==> config.mk <==
export PLATFORM = sky130hd
export DESIGN_NAME = rpm_mult_seq
export DESIGN_NICKNAME = d
export VERILOG_FILES = /design/src/rtl/rpm_pkg.sv /design/src/rtl/rpm_mult_seq_ctrl.sv /design/src/rtl/rpm_mult_seq.sv
export SDC_FILE = /design/constraint.sdc
export NUM_CORES = 1
export LEC_CHECK = 0
export ABC_AREA = 1
export CORE_ASPECT_RATIO = 1.2
export CORE_MARGIN = 2
export CORE_UTILIZATION = 30
export DETAILED_ROUTE_END_ITERATION = 16
export GPL_TIMING_DRIVEN = 1
export PLACE_DENSITY = 0.49
export SYNTH_ARGS = -nofsm -noshare
export SYNTH_HDL_FRONTEND = slang
export SYNTH_HIERARCHICAL = 1
export SYNTH_SLANG_ARGS = --single-unit
==> constraint.sdc <==
create_clock -name clk -period 3.15 [get_ports clk]
set_input_delay 0.4725 -clock clk [delete_from_list [all_inputs] [get_ports clk]]
set_output_delay 0.4725 -clock clk [all_outputs]
set_load 0.01 [all_outputs]
==> src/rtl/rpm_pkg.sv <==
// -----------------------------------------------------------------------------
// rpm_pkg
// Shared types and helpers for the Russian-peasant sequential multiplier.
//   state_t  : controller state encoding (IDLE, RUN, DONE), exposed for debug
//   MAX_W    : widest operand the magnitude helper can handle
//   prod_w() : product width for a given operand width
//   mag()    : absolute value of a w-bit (optionally signed) value
// -----------------------------------------------------------------------------
package rpm_pkg;

    typedef enum logic [1:0] {
        IDLE = 2'd0,
        RUN  = 2'd1,
        DONE = 2'd2
    } state_t;

    localparam int MAX_W = 64;

    function automatic int prod_w(input int w);
        return 2 * w;
    endfunction

    // Magnitude of the low w bits of v. When sgn is set those bits are taken
    // as two's complement. -2^(w-1) maps to 2^(w-1), which still fits in w
    // unsigned bits, so the result never overflows.
    function automatic logic [MAX_W-1:0] mag(input logic [MAX_W-1:0] v,
                                             input int unsigned     w,
                                             input logic            sgn);
        logic [MAX_W-1:0] mask;
        logic [MAX_W-1:0] r;
        mask = {MAX_W{1'b1}} >> (MAX_W - w);
        r    = v & mask;
        if (sgn && v[w-1]) begin
            r = (~r + MAX_W'(1)) & mask;
        end
        return r;
    endfunction

endpackage

==> src/rtl/rpm_mult_seq_ctrl.sv <==
// -----------------------------------------------------------------------------
// rpm_ctrl
// Controller FSM for the shift-and-add multiplier.
// Handshake: start is a request sampled only while IDLE; requests in RUN or
// DONE are dropped, never queued. done is a single-cycle pulse in DONE and
// marks the product as valid.
// Ports:
//   clk, rst : clock, asynchronous active-high reset
//   start    : operation request (IDLE only)
//   x_zero   : datapath iteration register has reached zero
//   load     : capture operands this edge
//   step     : perform one shift/add iteration this edge
//   finish   : write the (sign-corrected) product this edge
//   busy     : high in RUN and DONE
//   done     : high in DONE
//   state    : current state, for debug/checkers
// -----------------------------------------------------------------------------
module rpm_ctrl
    import rpm_pkg::*;
(
    input  logic   clk,
    input  logic   rst,
    input  logic   start,
    input  logic   x_zero,
    output logic   load,
    output logic   step,
    output logic   finish,
    output logic   busy,
    output logic   done,
    output state_t state
);

    state_t state_q;
    state_t state_d;

    always_ff @(posedge clk or posedge rst) begin
        if (rst) begin
            state_q <= IDLE;
        end else begin
            state_q <= state_d;
        end
    end

    always_comb begin
        state_d = state_q;
        load    = 1'b0;
        step    = 1'b0;
        finish  = 1'b0;
        busy    = 1'b0;
        done    = 1'b0;
        case (state_q)
            IDLE: begin
                if (start) begin
                    load    = 1'b1;
                    state_d = RUN;
                end
            end
            RUN: begin
                busy = 1'b1;
                // Early termination: stop as soon as the multiplier runs dry.
                if (x_zero) begin
                    finish  = 1'b1;
                    state_d = DONE;
                end else begin
                    step = 1'b1;
                end
            end
            DONE: begin
                busy    = 1'b1;
                done    = 1'b1;
                state_d = IDLE;
            end
            default: begin
                state_d = IDLE;
            end
        endcase
    end

    assign state = state_q;

endmodule

==> src/rtl/rpm_mult_seq.sv <==
// -----------------------------------------------------------------------------
// rpm_mult_seq
// Sequential Russian-peasant multiplier with early termination. The operand of
// smaller magnitude drives the iteration count, so latency tracks its bit
// length rather than WIDTH. Signed operands are multiplied as magnitudes and
// the sign is applied once at the end.
// Ports:
//   clk, rst    : clock, asynchronous active-high reset
//   start       : request, sampled only in IDLE
//   signed_mode : a, b are two's complement (ignored when SIGNED_EN = 0)
//   a, b        : WIDTH-bit operands, captured with start
//   busy        : high in RUN and DONE
//   done        : one-cycle pulse, product valid
//   product     : 2*WIDTH-bit result, held until the next operation completes
// -----------------------------------------------------------------------------
module rpm_mult_seq
    import rpm_pkg::*;
#(
    parameter int WIDTH     = 8,
    parameter int SIGNED_EN = 1
) (
    input  logic                 clk,
    input  logic                 rst,
    input  logic                 start,
    input  logic                 signed_mode,
    input  logic [WIDTH-1:0]     a,
    input  logic [WIDTH-1:0]     b,
    output logic                 busy,
    output logic                 done,
    output logic [2*WIDTH-1:0]   product
);

    localparam int PW = prod_w(WIDTH);

    logic [WIDTH-1:0] x_q;
    logic [PW-1:0]    y_q;
    logic [PW-1:0]    acc_q;
    logic             sign_q;

    logic             load;
    logic             step;
    logic             finish;
    state_t           dbg_state;

    // Operand conditioning (only used on the load edge).
    logic             sgn_op;
    logic [MAX_W-1:0] a_mag_w;
    logic [MAX_W-1:0] b_mag_w;
    logic [WIDTH-1:0] ma;
    logic [WIDTH-1:0] mb;
    logic             a_small;

    assign sgn_op  = signed_mode && (SIGNED_EN != 0);
    assign a_mag_w = mag({{(MAX_W-WIDTH){1'b0}}, a}, WIDTH, sgn_op);
    assign b_mag_w = mag({{(MAX_W-WIDTH){1'b0}}, b}, WIDTH, sgn_op);
    assign ma      = a_mag_w[WIDTH-1:0];
    assign mb      = b_mag_w[WIDTH-1:0];
    assign a_small = (ma < mb);

    rpm_ctrl u_ctrl (
        .clk    (clk),
        .rst    (rst),
        .start  (start),
        .x_zero (x_q == '0),
        .load   (load),
        .step   (step),
        .finish (finish),
        .busy   (busy),
        .done   (done),
        .state  (dbg_state)
    );

    always_ff @(posedge clk or posedge rst) begin
        if (rst) begin
            x_q     <= '0;
            y_q     <= '0;
            acc_q   <= '0;
            sign_q  <= 1'b0;
            product <= '0;
        end else if (load) begin
            x_q    <= a_small ? ma : mb;
            y_q    <= {{WIDTH{1'b0}}, (a_small ? mb : ma)};
            acc_q  <= '0;
            sign_q <= sgn_op & (a[WIDTH-1] ^ b[WIDTH-1]);
        end else if (step) begin
            if (x_q[0]) begin
                acc_q <= acc_q + y_q;
            end
            x_q <= x_q >> 1;
            y_q <= y_q << 1;
        end else if (finish) begin
            // Negating zero yields zero, so a signed zero product stays 0.
            product <= sign_q ? (PW'(0) - acc_q) : acc_q;
        end
    end

endmodule

==> results.yml <==
clock_network:
  cts_max_path_buffers: 2
  post_cts_buffers: 0
  path_clk_slew_ns: 0.05
  clock_sinks: 59
  cts_resized: 0
  insertion_delay_ns: 0.33
  cts_buffers: 9
  cts_tree: "done"
  postCtsHoldBufs: 0
  cts-htree-levels: 3
  cts-root-buf: "clkbuf_16"
setup_path:
  reg2reg_depth: 13
  reg2reg_from: "x_q[4]"
  critical_path_buf_inv_count: 3
  crit_end: "y_q[0]"
  startpoint: "a[7]"
  critPathMaxFanout: 18
  rrSetupSlack_ns: 0.85
  path_cells: "clkdlybuf4s50_1 -> nand2_1 -> inv_1 -> nand2_1 -> o211ai_1 -> inv_1 -> ha_1 -> a21oi_1 -> o21a_2 -> nand2_4 -> o21ai_0 -> o21ai_0"
  crit_path_start_kind: "primary input"
  critical_path.endpoint_type: "register"
  critical-path-top-delay-family: "buffers and inverters"
  cp.required_ns: 3.33
  arrival_ns: 2.86
  path_depth: 12
  cpPeakStageDelay_ns: 0.52
  r2r_end: "product[9]"
  crit_slowest_cell: "clkdlybuf4s50_1"
  path_class: "in -> reg"
die:
  initial_core_util_pct: 30.77
  die_w_um: 112.7
  core_area_um2: 13820
  ios: 38
  fp.dieH_um: 134.4
  floorplan.rows: 47
  fp.dieArea_um2: 15150
pwr:
  powerDensity_nw_per_um2: 816.3
  worst_ir_drop_vdd_uv: 373.3
  power.leakage_nw: 2.574
synth:
  synthCells: 618
  synth.distinct_cells: 33
  syn-num-nets: 669
  ys_warn_count: 6
  ys_seq_elements: 59
  avgSynthCellArea_um2: 6.882
  netlist_area_um2: 4253
  ys_seq_area_share_pct: 34.72
route:
  drt_iter0_drc: 168
  wirelength_um: 10740
  num_vias: 4022
  viasPerCell: 4.811
  drt_pre_antenna_iters: 4
  wl_per_cell_um: 12.84
  ant_nets: 0
  drc: 0
finish:
  final_common_cell: "nand2_1"
  final_cell_mix: "nand2_1 (191), nand3_1 (72), nor2_1 (66), dfrtp_1 (59), inv_1 (57)"
  area_growth_pct: 20.62
  post-route-util_pct: 37.12
  nets: 711
  diodes: 0
  layout-drive-gt1-share_pct: 5.714
timing:
  post-route-min-period_ns: 2.679
  hold_viol_final: 0
  rsz0062_at_grt: "false"
  tightestPinTransition_ns: 0.6973
  finalClockSkew_ns: 0.003665
  slew_headroom_pct: 53.46
  setup_tns_ns: 0
  drv_slew: 0
  setup_violations: 0
  period_share_pct: 85.03
  fmax_ghz: 0.3733
flow_run:
  cap_violations: 0
global_route:
  track_usage_pct: 15.11
  grt_pass1_wl_um: 18490
  overflow: 0
  grt_pass1_vias: 3969
  grt_antenna_before_repair: 0
  grt_max_degree: 33
hold_path:
  hold_path_class: "in -> async"
outcome:
  status: "finished clean"
placed_design:
  port_buffers: 37
  place_congestion: 0.8366
  hpwl_um: 8405
logic make-up (layout without fill, tap and decap cells):
logic type / count (synthesis) / after routing / synth area share (%)
DFF: 59 / 59 / 34.72
buffers and inverters: 75 / 122 / 7.179
adders and majority gates: 31 / 31 / 9.297
and+or+nand+nor: 349 / 349 / 34.51
xor gates and xnor gates: 15 / 15 / 3.089
AOI/OAI and AO/OA: 89 / 89 / 11.21
cell usage after synthesis (all sizes together):
cell	number	share of area, %
o21ai	47	5.5
nand3	72	8.5
clkbuf	7	0.62
a21oi	31	3.9
or2	1	0.15
o21a	1	0.21
ha	30	8.8
nor3	3	0.35
fa	1	0.47
o211ai	2	0.35
nor4	1	0.15
buf	8	1.3
nor2	68	6.2
clkinv	1	0.088
inv	59	5.2
a31oi	2	0.29
nand2	197	18
o22ai	5	0.74
xor2	14	2.9
dfrtp	59	35
a21o	1	0.18
xnor2	1	0.21
nand4	2	0.29
nand3b	5	0.88
flip-flops by register name, summed over array words and instances (netlist names):
signal and cells:
acc_q 16, product 16, y_q 16, x_q 8, u_ctrl/state 2, sign_q 1
worst reg2reg max path: cells and delay by family, from the launching register on:
family,cells,cell delay (ns)
buffers and inverters,4,0.67
and+or+nand+nor,7,0.86
AOI/OAI and AO/OA,2,0.25
DFF,1,0.41
final cells by class:
class / count / area [µm²]
clock buffer: 15 / 287.8
clock inverter: 1 / 5.005
fill: 1464 / 8690
inverter: 60 / 225.2
multi-input combinational: 484 / 2471
sequential: 59 / 1476
tap: 171 / 214.0
timing repair buffer: 46 / 450.4
routing by layer:
layer	global-route usage [%]	routed length [µm]
met5	0	0
met3	2.802	310
met2	26.51	5270
met1	18.01	4879
met4	6.436	275
worst min path at each step:
stage,startpoint,endpoint,slack (ns)
final,rst,u_ctrl/state[1],0.35
after global routing,rst,u_ctrl/state[1],0.36
after CTS,rst,u_ctrl/state[1],0.34
after detailed placement,product[12],product[12],0.47
after global placement,product[15],product[15],0.47
after floorplan,rst,u_ctrl/state[0],0.21
where the power goes:
group	total (mW)	leakage [nW]	switching [mW]	internal, mW
clock	0.947	0.146	0.330	0.617
combinational	1.98	1.65	1.23	0.746
sequential	1.26	0.777	0.253	1.01
total	4.19	2.57	1.82	2.37
metrics by stage:
step	cell area, µm²	total power, mW	hold slack (ns)	std cells	setup slack, ns
3_3_place_gp	4837	3.231	0.4665	820	0.1465
2_1_floorplan	4253	2.683	0.2137	618	0.8019
3_5_place_dp	4837	3.270	0.4662	820	0.1468
6_report	5130	4.187	0.3469	836	0.4715
4_1_cts	5130	4.240	0.3384	836	0.4953
5_1_grt	5130	4.596	0.3570	836	0.2493
Note: power is estimated with default switching activity, not from simulation.
